File: config.mk
export PLATFORM = sky130hd
export DESIGN_NAME = mod_updown_counter_flat
export DESIGN_NICKNAME = d
export VERILOG_FILES = /design/src/rtl/mod_updown_counter_if.sv /design/src/rtl/mod_updown_counter.sv /design/src/flat_wrapper.sv
export SDC_FILE = /design/constraint.sdc
export NUM_CORES = 1
export LEC_CHECK = 0
export ABC_AREA = 1
export BUFFER_PORTS_ARGS = -buffer_cell sky130_fd_sc_hd__buf_4
export CORE_MARGIN = 2
export CORE_UTILIZATION = 30
export CTS_CLUSTER_SIZE = 40
export DETAILED_ROUTE_END_ITERATION = 10
export GPL_TIMING_DRIVEN = 0
export PLACE_DENSITY = 0.52
export RECOVER_POWER = 25
export SKIP_LAST_GASP = 1
export SLEW_MARGIN = 25
export SYNTH_ARGS = -nofsm -noshare
export SYNTH_HDL_FRONTEND = slang
export SYNTH_SLANG_ARGS = --single-unit
File: constraint.sdc
create_clock -name clk -period 3.3 [get_ports clk]
set_clock_uncertainty 0.05 [all_clocks]
set_input_delay 0 -clock clk [delete_from_list [all_inputs] [get_ports clk]]
set_output_delay 0 -clock clk [all_outputs]
set_load 0.03 [all_outputs]
File: src/rtl/mod_updown_counter_if.sv
// Control/status bundle for mod_updown_counter.
// The master drives the controls; the slave (the counter) returns count and flags.
interface mod_updown_counter_if #(
  parameter int unsigned WIDTH = 4
) ();

  logic             clr;
  logic             load;
  logic [WIDTH-1:0] load_val;
  logic             en;
  logic             up;
  logic             ovf_clr;
  logic [WIDTH-1:0] count;
  logic             at_max;
  logic             at_min;
  logic             wrap;
  logic             ovf;
  logic [WIDTH-1:0] tgl;

  modport master (
    output clr, load, load_val, en, up, ovf_clr,
    input  count, at_max, at_min, wrap, ovf, tgl
  );

  modport slave (
    input  clr, load, load_val, en, up, ovf_clr,
    output count, at_max, at_min, wrap, ovf, tgl
  );

endinterface

File: src/rtl/mod_updown_counter.sv
// Synchronous up/down counter with a programmable terminal value and wrap/saturate mode.
// Also provides a range-end pulse, a sticky overflow flag and a per-bit toggle report.
module mod_updown_counter #(
  parameter int unsigned     WIDTH    = 4,
  parameter longint unsigned MAX_VAL  = (64'd1 << WIDTH) - 64'd1,
  parameter int unsigned     SATURATE = 0
) (
  input  logic                 clk,
  input  logic                 rst,
  mod_updown_counter_if.slave  bus
);

  localparam logic [WIDTH-1:0] MAX_W = WIDTH'(MAX_VAL);

  // Reject parameter sets the WIDTH-bit arithmetic cannot represent.
  if (WIDTH < 2 || WIDTH > 32) begin : g_bad_width
    $error("mod_updown_counter: WIDTH must be in 2..32");
  end
  if (MAX_VAL < 64'd1 || MAX_VAL > ((64'd1 << WIDTH) - 64'd1)) begin : g_bad_max
    $error("mod_updown_counter: MAX_VAL must be in 1..2**WIDTH-1");
  end

  logic [WIDTH-1:0] count_q, count_d;
  logic [WIDTH-1:0] tgl_q,   tgl_d;
  logic             wrap_q,  wrap_d;
  logic             ovf_q,   ovf_d;
  logic             evt;

  // Next-state: clr > load > en; a blocked or wrapped step is a range-end event.
  always_comb begin
    count_d = count_q;
    wrap_d  = 1'b0;
    ovf_d   = ovf_q;
    evt     = 1'b0;

    if (bus.clr) begin
      count_d = '0;
    end else if (bus.load) begin
      count_d = (bus.load_val > MAX_W) ? MAX_W : bus.load_val;
    end else if (bus.en) begin
      if (bus.up) begin
        if (count_q == MAX_W) begin
          evt     = 1'b1;
          count_d = (SATURATE != 0) ? count_q : '0;
        end else begin
          count_d = count_q + WIDTH'(1);
        end
      end else begin
        if (count_q == '0) begin
          evt     = 1'b1;
          count_d = (SATURATE != 0) ? count_q : MAX_W;
        end else begin
          count_d = count_q - WIDTH'(1);
        end
      end
    end

    // A same-edge event outranks ovf_clr; clr outranks both.
    if (bus.clr) begin
      ovf_d = 1'b0;
    end else begin
      if (bus.ovf_clr) ovf_d = 1'b0;
      if (evt)         ovf_d = 1'b1;
    end

    wrap_d = evt;
    tgl_d  = count_q ^ count_d;
  end

  always_ff @(posedge clk or negedge rst) begin
    if (!rst) begin
      count_q <= '0;
      tgl_q   <= '0;
      wrap_q  <= 1'b0;
      ovf_q   <= 1'b0;
    end else begin
      count_q <= count_d;
      tgl_q   <= tgl_d;
      wrap_q  <= wrap_d;
      ovf_q   <= ovf_d;
    end
  end

  assign bus.count  = count_q;
  assign bus.tgl    = tgl_q;
  assign bus.wrap   = wrap_q;
  assign bus.ovf    = ovf_q;
  assign bus.at_max = (count_q == MAX_W);
  assign bus.at_min = (count_q == '0);

endmodule

File: src/flat_wrapper.sv
// flat-port wrapper written by rule: the top's interface ports become plain ports
module mod_updown_counter_flat 
#(
  parameter int unsigned     WIDTH    = 4,
  parameter longint unsigned MAX_VAL  = (64'd1 << WIDTH) - 64'd1,
  parameter int unsigned     SATURATE = 0
)
  (clk, rst, bus_clr, bus_load, bus_load_val, bus_en, bus_up, bus_ovf_clr, bus_count, bus_at_max, bus_at_min, bus_wrap, bus_ovf, bus_tgl);
  mod_updown_counter_if #(.WIDTH(WIDTH)) bus_i ();
  input  logic clk;
  input  logic rst;
  input wire logic [$bits(bus_i.clr)-1:0] bus_clr;
  input wire logic [$bits(bus_i.load)-1:0] bus_load;
  input wire logic [$bits(bus_i.load_val)-1:0] bus_load_val;
  input wire logic [$bits(bus_i.en)-1:0] bus_en;
  input wire logic [$bits(bus_i.up)-1:0] bus_up;
  input wire logic [$bits(bus_i.ovf_clr)-1:0] bus_ovf_clr;
  output wire logic [$bits(bus_i.count)-1:0] bus_count;
  output wire logic [$bits(bus_i.at_max)-1:0] bus_at_max;
  output wire logic [$bits(bus_i.at_min)-1:0] bus_at_min;
  output wire logic [$bits(bus_i.wrap)-1:0] bus_wrap;
  output wire logic [$bits(bus_i.ovf)-1:0] bus_ovf;
  output wire logic [$bits(bus_i.tgl)-1:0] bus_tgl;
  assign bus_i.clr = bus_clr;
  assign bus_i.load = bus_load;
  assign bus_i.load_val = bus_load_val;
  assign bus_i.en = bus_en;
  assign bus_i.up = bus_up;
  assign bus_i.ovf_clr = bus_ovf_clr;
  assign bus_count = bus_i.count;
  assign bus_at_max = bus_i.at_max;
  assign bus_at_min = bus_i.at_min;
  assign bus_wrap = bus_i.wrap;
  assign bus_ovf = bus_i.ovf;
  assign bus_tgl = bus_i.tgl;
  mod_updown_counter #(.WIDTH(WIDTH), .MAX_VAL(MAX_VAL), .SATURATE(SATURATE)) u_core (.clk(clk), .rst(rst), .bus(bus_i));
endmodule
==> impl_results.md <==
- Hold wc startpoint: bus_load_val[0]
- Global-route wire length before repair: 2740 um
- RSZ-0062 raised after global routing: false
- CTS tree: done
- Worst-Skew Late Latency: approximately 0.27 ns
- Hold Path Depth: 4
- Share of cells above drive strength 1: 32.2%
- Max cap viols: 0
- Slew Limit Fails: 0
- Cell count after synthesis: between 80 and 90
- Final setup fails: 0
- CP arrival: 1.76 ns
- Initial Util: 32.2%
- DRT iter0 DRCs: 10
- Fmax: 605 MHz
- DRT Wirelength: 1570 um
- Critical Path, Cell by Cell: inv_1 -> ha_1 -> xnor2_1 -> nand2_1 -> o211ai_1 -> nand3_1 -> nand2_1 -> nand2_1
- Vias in the first global route: roughly 630
- Tmin final: between 1.5 and 2 ns
- Synth Area in Adders: between 3 and 4%
- CP endpoint kind: register
- Sequential area share after synthesis: between 30% and 40%
- Design Area, Final: 913 um^2
- Synth Area in Compound Gates: 4.26%
- Die area: between 2000 and 3000 um^2
- Reg2Reg Depth: 8
- Routed vias/inst: 4.50
- Seq pwr share: 40.3%
- Average size of a mapped cell: 7.34 um^2
- Final period utilization: 50.1%
- DRC violations left: 0
- Yosys warning count: 0
- Worst rel slew slack: 63.5%
- Power share of the combinational group: a little over a third
- Psw: about 0.12 mW
- Post-Synth XOR/XNOR Area: ~2.7%
- Detail Route Antenna Nets: 0
- Root Buffer: clkbuf_4
- Routed length per instance: roughly 11 um
- Status: finished clean
- Startpoint Class: register
- Synth Register Bits: 10
- DR pass1 iterations: 5
- Hold Vio Cnt, Final: 0
- Largest family of logic cells by synthesized area: simple AND/OR/NAND/NOR gates
- Max incr delay on CP: around 0.5 ns
- Post-Synth Simple-Gate Area: 38.8%
- Pleak: slightly above 0.5 nW
- Final Net Count: 133
- Pin count of the biggest net entering global routing: 11
- Routability cong.: 0.783
- Most used cell, CP: nand2_1
- Clk sinks: 10
- Worst hold slack: ~0.024 ns
- # rows: 16
- PnR worst setup slack: 1.65 ns
- Flop2flop setup slack: 1.65 ns
- IO buf count: 22
- Die span in y: 50.4 um
- Hold Path End: u_core.bus.count[0]
- Maximum vdd ir drop: 0.219 mV
- Worst path required time: 3.41 ns
- CTS buffer count: 3
- Die X: approximately 50 um
- Setup TNS: 0 ns
- Mux cell area share after synthesis: 0%
- Fill cell count: 211
- Total I/O pin count: 23
- Buffer count from post-CTS setup fixing: 0
- Slowest CP cell: dfrtp_1
- DR vias: 653
- Worst Setup Path Type: register to register
- H-tree depth: 1
- Distinct cells, synth: 20
- Syn Nets: 101
- Slew @ Worst Pin: around 0.55 ns
- Clk slew on worst S/H paths: 0.06 ns
- CTS max path bufs: 2
- Pwr Density: 383 nW/um^2
- Syn-to-layout area delta: 41.5%
- Total track usage: 14.4%
- Switching portion of total power: 35.4%
- Reg-to-reg startpoint: u_core.bus.count[0]
- GR Overflow Total: 0
- Dpl ws: 1.66 ns
- Reg2reg end: u_core.bus.tgl[1]
- N_diodes: 0
- Clock power frac: 24.2%
- HPWL Detailed: 1160 um
- Crit-path max FO: 8
- Hold Path Class: input port to register
- Initial antenna violation count: 0
- Core Footprint: 2000 um^2
- Pint: 0.226 mW
- Post-Syn Area: around 650 um^2
- Power Total: 0.350 mW
- Placed Area: between 800 and 900 um^2
state kept, by name, indices dropped and copies added, names as in the netlist:
name              flops
u_core.bus.wrap       1
u_core.bus.tgl        4
u_core.bus.count      4
u_core.bus.ovf        1
critical path: cells and delay by family (launching register included):
kind	cells	cell delay [ns]
buffers and inverters	1	0.15
XOR/XNOR	1	0.13
AO/OA/AOI/OAI	1	0.07
AND/OR/NAND/NOR	4	0.32
adder cells (fa/ha/maj)	1	0.32
flip-flops	1	0.50
synth_stat cells:
master / count / share of area [%]
a21oi_1: 3 / 2.3
buf_4: 1 / 1.2
buf_6: 1 / 1.7
dfrtp_1: 10 / 39
ha_1: 2 / 3.9
inv_1: 11 / 6.4
inv_2: 4 / 2.3
nand2_1: 23 / 13
nand2_2: 2 / 1.9
nand3_1: 8 / 6.2
nand3_2: 2 / 3.1
nand4_1: 3 / 2.9
nor2_1: 10 / 5.8
nor2_2: 1 / 0.97
nor3_4: 1 / 2.5
o211ai_1: 1 / 1.2
o21ai_0: 1 / 0.77
or2_2: 2 / 1.9
xnor2_1: 1 / 1.4
xor2_1: 1 / 1.4
cell families (layout without fill, tap and decap cells):
kind of cell	after synthesis	after routing
compound gates	5	5
fa+ha+maj	2	2
buf+inv	17	47
xor+xnor	2	2
simple gates	52	52
flops	10	10
timing repair:
action | in CTS | in global routing
hold buffers | 5 | 0
gates resized for setup | 0 | 0
endpoints found under the hold margin | 14 | 0
layout by cell type (no fill, tap or decap), types with 3 or more instances in the layout:
cell type,n
a21oi_1,3
buf_4,22
clkbuf_4,3
dfrtp_1,10
dlygate4sd3_1,5
inv_1,11
inv_2,4
nand2_1,23
nand3_1,8
nand4_1,3
nor2_1,10
power by group through the flow:
stage / clock, mW / combinational (mW) / sequential, mW
after floorplan: 0 / 0.0554 / 0.165
after global routing: 0.0953 / 0.138 / 0.143
after CTS: 0.0879 / 0.126 / 0.141
after detailed placement: 0 / 0.121 / 0.143
after global placement: 0 / 0.121 / 0.143
final: 0.0849 / 0.124 / 0.141
per-stage QoR:
step,std cells,util [%]
2_1_floorplan,88,-
4_1_cts,145,45.8
3_5_place_dp,137,42.2
6_report,145,45.6
5_1_grt,145,45.6
3_3_place_gp,137,42.2
final cells by class:
type,count,area [um^2],share of cell area [%]
plain buffers,2,18.8,2.05
inverters,15,56.3,6.16
multi-input cells,61,320,35.1
well taps,27,33.8,3.70
flip-flops and latches,10,250,27.4
repair buffers,27,211,23.2
clock buffers,3,22.5,2.47
layer usage:
layer / vias up / part of all wire (%) / global-route usage [%]
met2: 22 / 54 / 25.2
met1: 296 / 39 / 16.6
met4: 0 / 0 / 2.70
li1: 335 / - / -
met5: - / 0 / 0
met3: 0 / 7.3 / 5.95
how the worst max path moves through the flow:
stage,start,end,cells past startpoint
2_1_floorplan,u_core.bus.count[0],u_core.bus.tgl[0],11
3_3_place_gp,u_core.bus.count[0],u_core.bus.tgl[0],11
3_5_place_dp,u_core.bus.count[0],u_core.bus.tgl[1],8
4_1_cts,u_core.bus.count[0],u_core.bus.tgl[1],8
5_1_grt,u_core.bus.count[0],u_core.bus.tgl[1],9
6_report,u_core.bus.count[0],u_core.bus.tgl[1],8
Note: power is estimated with default switching activity, not from simulation.
